File: config.mk
export PLATFORM = sky130hd
export DESIGN_NAME = store_port_arbiter
export DESIGN_NICKNAME = d
export VERILOG_FILES = /design/src/rtl/store_port_arbiter.sv
export SDC_FILE = /design/constraint.sdc
export NUM_CORES = 1
export LEC_CHECK = 0
export BUFFER_PORTS_ARGS = -buffer_cell sky130_fd_sc_hd__clkbuf_2
export CORE_AREA = 2 2 163 165
export DETAILED_ROUTE_END_ITERATION = 16
export DIE_AREA = 0 0 165 167
export MAX_ROUTING_LAYER = met4
export SETUP_SLACK_MARGIN = 0.05
export SYNTH_ARGS = -nofsm -noshare
export SYNTH_HDL_FRONTEND = slang
export SYNTH_SLANG_ARGS = --single-unit
File: constraint.sdc
create_clock -name clock -period 4.4 [get_ports clock]
set_input_delay 0.22 -clock clock [delete_from_list [all_inputs] [get_ports clock]]
set_output_delay 0.22 -clock clock [all_outputs]
set_load 0.01 [all_outputs]
File: src/rtl/store_port_arbiter.sv
// -----------------------------------------------------------------------------
// store_port_arbiter
//
// Shares a single memory write port between N_PORTS store channels. Requests
// are granted round-robin into a one-entry registered write stage. A channel
// stays busy from grant until its completion token has been consumed, and that
// token is only raised once memory has accepted the channel's write, so each
// channel has at most one store in flight and its stores stay ordered.
//
// Ports
//   clock          in   rising-edge clock
//   reset          in   asynchronous, active-low reset
//   st_valid       in   [N_PORTS]         per-channel store request
//   st_address     in   [N_PORTS*ADDR_W]  channel i at [i*ADDR_W +: ADDR_W]
//   st_data        in   [N_PORTS*DATA_W]  channel i at [i*DATA_W +: DATA_W]
//   st_ready       out  [N_PORTS]         grant, one-hot or zero
//   st_done_valid  out  [N_PORTS]         completion token pending
//   st_done_ready  in   [N_PORTS]         completion token consumed
//   mem_wr_valid   out  write held in the output stage
//   mem_wr_addr    out  [ADDR_W]  held write address
//   mem_wr_data    out  [DATA_W]  held write data
//   mem_wr_id      out  [ID_W]    source channel of the held write
//   mem_wr_ready   in   memory accepts the held write this cycle
//   idle           out  no held write and no busy channel
// -----------------------------------------------------------------------------
module store_port_arbiter #(
    parameter int N_PORTS = 5,
    parameter int ADDR_W  = 2,
    parameter int DATA_W  = 64,
    localparam int ID_W   = $clog2(N_PORTS)
) (
    input  logic                        clock,
    input  logic                        reset,
    input  logic [N_PORTS-1:0]          st_valid,
    input  logic [N_PORTS*ADDR_W-1:0]   st_address,
    input  logic [N_PORTS*DATA_W-1:0]   st_data,
    output logic [N_PORTS-1:0]          st_ready,
    output logic [N_PORTS-1:0]          st_done_valid,
    input  logic [N_PORTS-1:0]          st_done_ready,
    output logic                        mem_wr_valid,
    output logic [ADDR_W-1:0]           mem_wr_addr,
    output logic [DATA_W-1:0]           mem_wr_data,
    output logic [ID_W-1:0]             mem_wr_id,
    input  logic                        mem_wr_ready,
    output logic                        idle
);

    typedef enum logic {S_EMPTY, S_HOLD} state_t;

    state_t              state_q, state_d;
    logic [N_PORTS-1:0]  busy_q, busy_d;
    logic [N_PORTS-1:0]  done_pend_q, done_pend_d;
    logic [ID_W-1:0]     rr_ptr_q, rr_ptr_d;
    logic [ADDR_W-1:0]   addr_q;
    logic [DATA_W-1:0]   data_q;
    logic [ID_W-1:0]     id_q;

    logic                slot_free;
    logic [N_PORTS-1:0]  eligible;
    logic                gnt_found;
    logic [ID_W-1:0]     gnt_idx;
    logic [N_PORTS-1:0]  gnt_oh;
    logic [N_PORTS-1:0]  acc_oh;
    logic [N_PORTS-1:0]  done_hs;

    assign mem_wr_valid  = (state_q == S_HOLD);
    assign mem_wr_addr   = addr_q;
    assign mem_wr_data   = data_q;
    assign mem_wr_id     = id_q;
    assign st_done_valid = done_pend_q;
    assign idle          = !mem_wr_valid && (busy_q == '0);

    // A new write may load on the same edge the held one is accepted.
    assign slot_free = !mem_wr_valid || mem_wr_ready;
    assign eligible  = st_valid & ~busy_q;

    // Round-robin search starting at rr_ptr. Grants are suppressed while
    // reset is asserted so st_ready reads zero during reset.
    always_comb begin : arb
        int cand;
        cand      = 0;
        gnt_found = 1'b0;
        gnt_idx   = '0;
        for (int k = 0; k < N_PORTS; k++) begin
            cand = int'(rr_ptr_q) + k;
            if (cand >= N_PORTS) cand = cand - N_PORTS;
            if (!gnt_found && slot_free && reset && eligible[cand]) begin
                gnt_found = 1'b1;
                gnt_idx   = cand[ID_W-1:0];
            end
        end
        gnt_oh = '0;
        if (gnt_found) gnt_oh[gnt_idx] = 1'b1;
        st_ready = gnt_oh;
    end

    always_comb begin
        acc_oh = '0;
        if (mem_wr_valid && mem_wr_ready) acc_oh[id_q] = 1'b1;
        // Handshake only counts where a token is actually pending.
        done_hs     = done_pend_q & st_done_ready;
        busy_d      = (busy_q | gnt_oh) & ~done_hs;
        done_pend_d = (done_pend_q | acc_oh) & ~done_hs;
        rr_ptr_d    = rr_ptr_q;
        if (gnt_found) begin
            rr_ptr_d = (gnt_idx == ID_W'(N_PORTS - 1)) ? '0 : gnt_idx + ID_W'(1);
        end
    end

    // Output-stage FSM: next state
    always_comb begin
        state_d = state_q;
        case (state_q)
            S_EMPTY: if (gnt_found) state_d = S_HOLD;
            S_HOLD: begin
                if (mem_wr_ready) state_d = gnt_found ? S_HOLD : S_EMPTY;
            end
            default: state_d = S_EMPTY;
        endcase
    end

    always_ff @(posedge clock or negedge reset) begin
        if (!reset) begin
            state_q     <= S_EMPTY;
            busy_q      <= '0;
            done_pend_q <= '0;
            rr_ptr_q    <= '0;
            addr_q      <= '0;
            data_q      <= '0;
            id_q        <= '0;
        end else begin
            state_q     <= state_d;
            busy_q      <= busy_d;
            done_pend_q <= done_pend_d;
            rr_ptr_q    <= rr_ptr_d;
            if (gnt_found) begin
                addr_q <= st_address[gnt_idx*ADDR_W +: ADDR_W];
                data_q <= st_data[gnt_idx*DATA_W +: DATA_W];
                id_q   <= gnt_idx;
            end
        end
    end

endmodule

== Word-level counts from Yosys, hierarchy flattened ==
Cells that the tools add are included.

* $add $sub $neg: 10
* $lt $le $gt $ge: 14
* Eq/ne operators: 1
* Shifts and indexed selects: 2
* Mux-type cells: 40
* Bitwise operators: 9
* Reduce and logical (&&, ||, !) cells: 25

{| class="wikitable"
|+ Operator list
! kind !! number
|-
| $shiftx A320 B10 Y64 || 1
|-
| $lt A32 B5 Y1 const B || 5
|-
| $mux W32 || 5
|-
| $and A5 B5 Y5 || 4
|-
| $sub A4 B3 Y5 const B || 4
|-
| $mux W1 || 19
|-
| $logic_and A1 B1 Y1 || 18
|-
| $mux W3 || 6
|-
| $ge A4 B3 Y1 const B || 4
|-
| $bmux W1 S3 || 5
|-
| $mux W5 || 2
|-
| $not A5 Y5 || 2
|-
| $or A5 B5 Y5 || 2
|-
| $shiftx A10 B5 Y2 || 1
|-
| $add A3 B2 Y4 const B || 2
|-
| $lt A3 B4 Y1 const B || 2
|-
| $demux W1 S3 || 2
|-
| $ge A3 B1 Y1 const B || 2
|-
| $logic_not A1 Y1 || 5
|-
| $logic_not A5 Y1 || 1
|-
| $add A3 B1 Y4 const B || 1
|-
| $add A3 B3 Y4 const B || 1
|-
| $sub A3 B3 Y4 const B || 1
|-
| $add A3 B1 Y3 const B || 1
|-
| 5 further kinds || 5
|}

* Flip-flop bits (word level): 83
* Output and inout bits: 81
* Logic and storage cells: 108

== Longest topological paths before layout ==
* Word-level depth: 34
* Gate-level depth with buffers: 20
* Mapped depth without buffers: 16

== Worst setup path before layout ==
Ideal clock, no wire load.

* Path type: reg2reg
* From: register rr_ptr_q[1]
* To: register rr_ptr_q[2]
* Arrival: 4.005 ns
* Data required time: 4.274 ns
* Slack: 0.269 ns
* Cell stages (with the launch flop): 19
* Clock period less this slack: 4.131 ns
* Cells stage by stage: dfrtp_1 > clkbuf_1 > inv_1 > ha_1 > inv_1 > ha_1 > buf_2 > a211o_1 > a211oi_4 > or4b_1 > o22ai_2 > nor4_2 > nand2_1 > o2111ai_2 > inv_2 > clkbuf_1 > ha_1 > inv_1 > a221o_1

* Word-level cells in the longest chain between the ends: 29
* Elaborated cells between the ends (all ways): 64
* Those cells by class: add/sub (10); order compare (5); eq/ne (1); mux (31); reduce/logical (17)

{| class="wikitable"
|+ RTL lines
! what !! line !! source
|-
| from (decl) || 53 || <nowiki>logic [ID_W-1:0] rr_ptr_q, rr_ptr_d;</nowiki>
|-
| from (signal assigned) || 135 || <nowiki>rr_ptr_q <= rr_ptr_d;</nowiki>
|-
| parallel branches: the longest is 29 deep, another holds $sub A4 B3 Y5 || n/a ||
|}

Parallel ways; which one is timed is not known. The select of a mux whose other input is x is not followed.
A chain may end at the register's enable or synchronous reset.

== Worst setup path after layout ==
* From: register rr_ptr_q[0]
* To: output port st_ready[0]

* Word-level cells in the longest chain between the ends: 32
* Elaborated cells between the ends (all ways): 67
* Those cells by class: add/sub (9); order compare (7); mux (33); reduce/logical (18)

{| class="wikitable"
|+ RTL lines
! what !! line !! source
|-
| parallel branches: the longest is 31 deep, another holds $sub A4 B3 Y5 || n/a ||
|-
| $mux W5 (*) || 93 || <nowiki>if (gnt_found) gnt_oh[gnt_idx] = 1'b1;</nowiki>
|-
| to (decl) || 37 || <nowiki>output logic [N_PORTS-1:0] st_ready,</nowiki>
|}

Mark *: on every way between the ends. The select of a mux whose other input is x is not followed.

==> key figures <==
Synthesis
  – Post-synth EDFFs: 0
  – Flops & latches, synth: a little over 80
  – Asr flop ratio synth: 100%
  – Largest area contributor in the netlist: dfrtp_1
  – Largest cells by area after synthesis: dfrtp_1 24%, mux2i_1 8.6%, o2111ai_1 6.8%, nand2_1 6.6%, a21o_1 6.0%
  – Top-count cell post-synth: nand2_1
  – Most frequent cells after synthesis: 155 x nand2_1, 83 x dfrtp_1, 83 x nor2_1, 76 x mux2i_1, 75 x nand3_1
  – Seq/Total Area, Yosys: a little under a quarter
  – Synth warnings: 0
  – Mapped Cells: ~1100
  – Top FF cell, synth: dfrtp_1
  – Netlist cell types: 68
  – Syn_nets: between 1000 and 1500
  – Syn_area_per_cell: roughly 8.0 um2
  – Share of the synthesized area in the top cell type: about a quarter
  – Cell Area, Synth: slightly below 0.009 mm2

Place
  – Gpl congestion: just under 0.9
  – DP Worst Slack: between 300 and 400 ps
  – Port buffer count: around 420
  – HPWL after detailed placement: roughly 28 mm

STA
  – RSZ-0062 raised after global routing: no
  – Worst setup margin: 162 ps
  – Count of pins over their slew limit: 0
  – Max Clock Freq: 236 MHz
  – Final worst path period share: between 90 and 100%
  – Relative slew slack: about 41%
  – Final setup fails: 0
  – Min Hold Slack: 33.1 ps
  – Clock Skew: approximately 12 ps
  – Final hold vios: 0
  – Fin Setup TNS: 0 ps
  – Worst Tran Pin Value: about 880 ps
  – Final critical-path required period: 4240 ps

Critical path
  – Reg2Reg Setup Slack: 320 ps
  – Critical Path RT: between 4000 and 5000 ps
  – Worst Path Max Fanout: 18
  – WP data arrival: approximately 4000 ps
  – Kind of critical path: register to output port
  – CP endpoint kind: output port
  – Crit path launch type: register

Cells and area
  – Register area: 0.00208 mm2
  – Filler cells: approximately 2600
  – Final nets: ~1800
  – Ant diodes: 0
  – P&R area growth vs syn: 33.9%
  – Area of the multi-input gates: roughly 0.0062 mm2
  – Layout cell share with drive strength beyond 1: a little under two fifths

Clock tree
  – Clk root buf: clkbuf_16
  – CTS Buf Count: 9
  – Clock latency at the later pin of the worst-skew pair: around 370 ps
  – CTS tree: built
  – # clock sinks: 83
  – CTS HTree Levels: 3
  – Register clock-pin slew on the reported worst setup and hold paths: 80 ps
  – Bufs on Longest Clock Path: 2

Global routing
  – Largest net degree at the start of global routing: just under 100
  – Initial antenna violation count: 0
  – Met1 Track Usage GR: a little over a third
  – Total gr overflow: 0
  – GR Util met3: 4.98%
  – Met2 Use GR: a little under half
  – Layer with the highest usage: met2
  – First-pass GRT wire length: approximately 59 mm
  – Gr usage total: ~28%
  – Vias in the first global route: 10300

Drt
  – DRC Markers: 0
  – Drt initial violations: 808
  – Post-DRT Antenna Nets: 0
  – Avg WL per Cell: between 20 and 25 um
  – Vias: around 11000
  – Drt first pass iters: 5
  – DRT Wirelength: 39.2 mm
  – Number of vias per cell: approximately 6

Power and ir drop
  – Peak VDD IR: around 760 uV
  – Static Leak: about 5.8 nW
  – Final Power: 11.3 mW
  – Power Dens Cells: between 900 and 1000 mW/mm2

Hold path
  – Hold WC Path Type: input pin to register

Die
  – Top Ports: about 420
  – Core area: around 0.026 mm2
  – Chip height: 167 um
  – Initial core utilization: between 30% and 40%
  – Die footprint: ~0.028 mm2
  – Row Count: 59
  – Die Wd: 165 um

Run status
  – Status: complete, no violations

Flow run
  – Max Cap Viol: 0
-- metal layers --
metal / up-vias / share of wire [%]
met3: 61 / 7.2
li1: 5003 / -
met2: 504 / 49
met4: 0 / 2.3
met1: 5124 / 42
met5: - / 0
-- what timing repair did --
item | CTS | global route
gates resized for setup | 2 | 8
hold buffers | 1 | 0
pin swaps | 0 | 4
endpoints found under the setup margin | 1 | 60
buffers inserted | 0 | 3
gates cloned | 1 | 1
endpoints found under the hold margin | 24 | 0
-- logic make-up (layout without fill, tap and decap cells) --
family                     Yosys count  after routing  synth area share (%)
AOI/OAI and AO/OA                  404            404                  37.8
buffers and inverters              140            503                  7.25
adders and majority gates           13             13                  1.85
muxes                               81             81                  9.52
and+or+nand+nor                    380            380                  19.8
DFF                                 83             83                  23.6
xor gates and xnor gates             2              2                 0.199
-- critical path, cell delays in order, from the launching register on --
cell and delay (ps):
dfrtp_1 390, inv_2 140, ha_1 160, inv_1 40
ha_1 280, a211o_1 340, a211oi_4 320, or4b_1 500
o22ai_2 180, nor4_2 100, a32o_1 240, a22o_4 250
nor2_4 140, buf_12 210, and3_1 210, clkbuf_2 140
-- worst paths after layout --
kind                                  start         endpoint  cells past startpoint
setup / recovery                rr_ptr_q[0]      st_ready[0]                     15
hold / removal             st_done_ready[0]        busy_q[0]                      2
setup reg to reg                rr_ptr_q[0]  mem_wr_data[54]                     16
hold reg to reg            st_done_valid[3]        busy_q[3]                      1
max in group asynchronous             reset  mem_wr_data[21]                      3
min in group asynchronous             reset  mem_wr_data[45]                      2
-- per-stage QoR --
stage / util, % / cell area [um2] / instances
detailed placement: 44.2 / 11400 / 1779
finish: 45.8 / 11800 / 1801
CTS: 45.6 / 11700 / 1797
global route: 45.8 / 11800 / 1801
floorplan: - / 8820 / 1103
global placement: 44.2 / 11400 / 1779
-- flip-flops by register name, indices dropped and copies added, names as in the netlist --
| signal | count |
|---|---|
| busy_q | 5 |
| mem_wr_addr | 2 |
| mem_wr_data | 64 |
| mem_wr_id | 3 |
| mem_wr_valid | 1 |
| rr_ptr_q | 3 |
| st_done_valid | 5 |
-- placed cells by master (no fill, tap or decap), types with 5 or more instances in the layout --
| cell | instances |
|---|---|
| ha_1 | 11 |
| a211o_1 | 5 |
| a221oi_1 | 36 |
| mux2i_1 | 76 |
| and3b_1 | 7 |
| nor2b_1 | 6 |
| inv_1 | 11 |
| a21o_1 | 69 |
| clkbuf_16 | 10 |
| nand3_1 | 74 |
| nand2_1 | 153 |
| buf_4 | 34 |
| nand2b_1 | 10 |
| a221oi_2 | 30 |
| clkbuf_2 | 422 |
| buf_12 | 13 |
| nor3b_1 | 6 |
| o211ai_1 | 70 |
| dfrtp_1 | 83 |
| nor2_1 | 82 |
| a21oi_1 | 6 |
| o21ai_0 | 8 |
| o2111ai_1 | 68 |
| nor3_1 | 8 |
| o22ai_1 | 69 |
-- layout make-up --
type                    count  area share [%]
flip-flops and latches     83            17.6
inverters                  14           0.445
well taps                 335            3.55
clock inverters             7           0.689
multi-input cells         880            52.9
repair buffers            473            22.9
clock buffers               9            1.91
-- report_power, final --
group	switching [mW]	total, mW	internal, mW	leakage [nW]
sequential	0.256	1.44	1.19	0.934
combinational	5.57	9.02	3.46	4.69
clock	0.408	0.860	0.451	0.147
No activity file was read; power rests on OpenSTA's default activity.
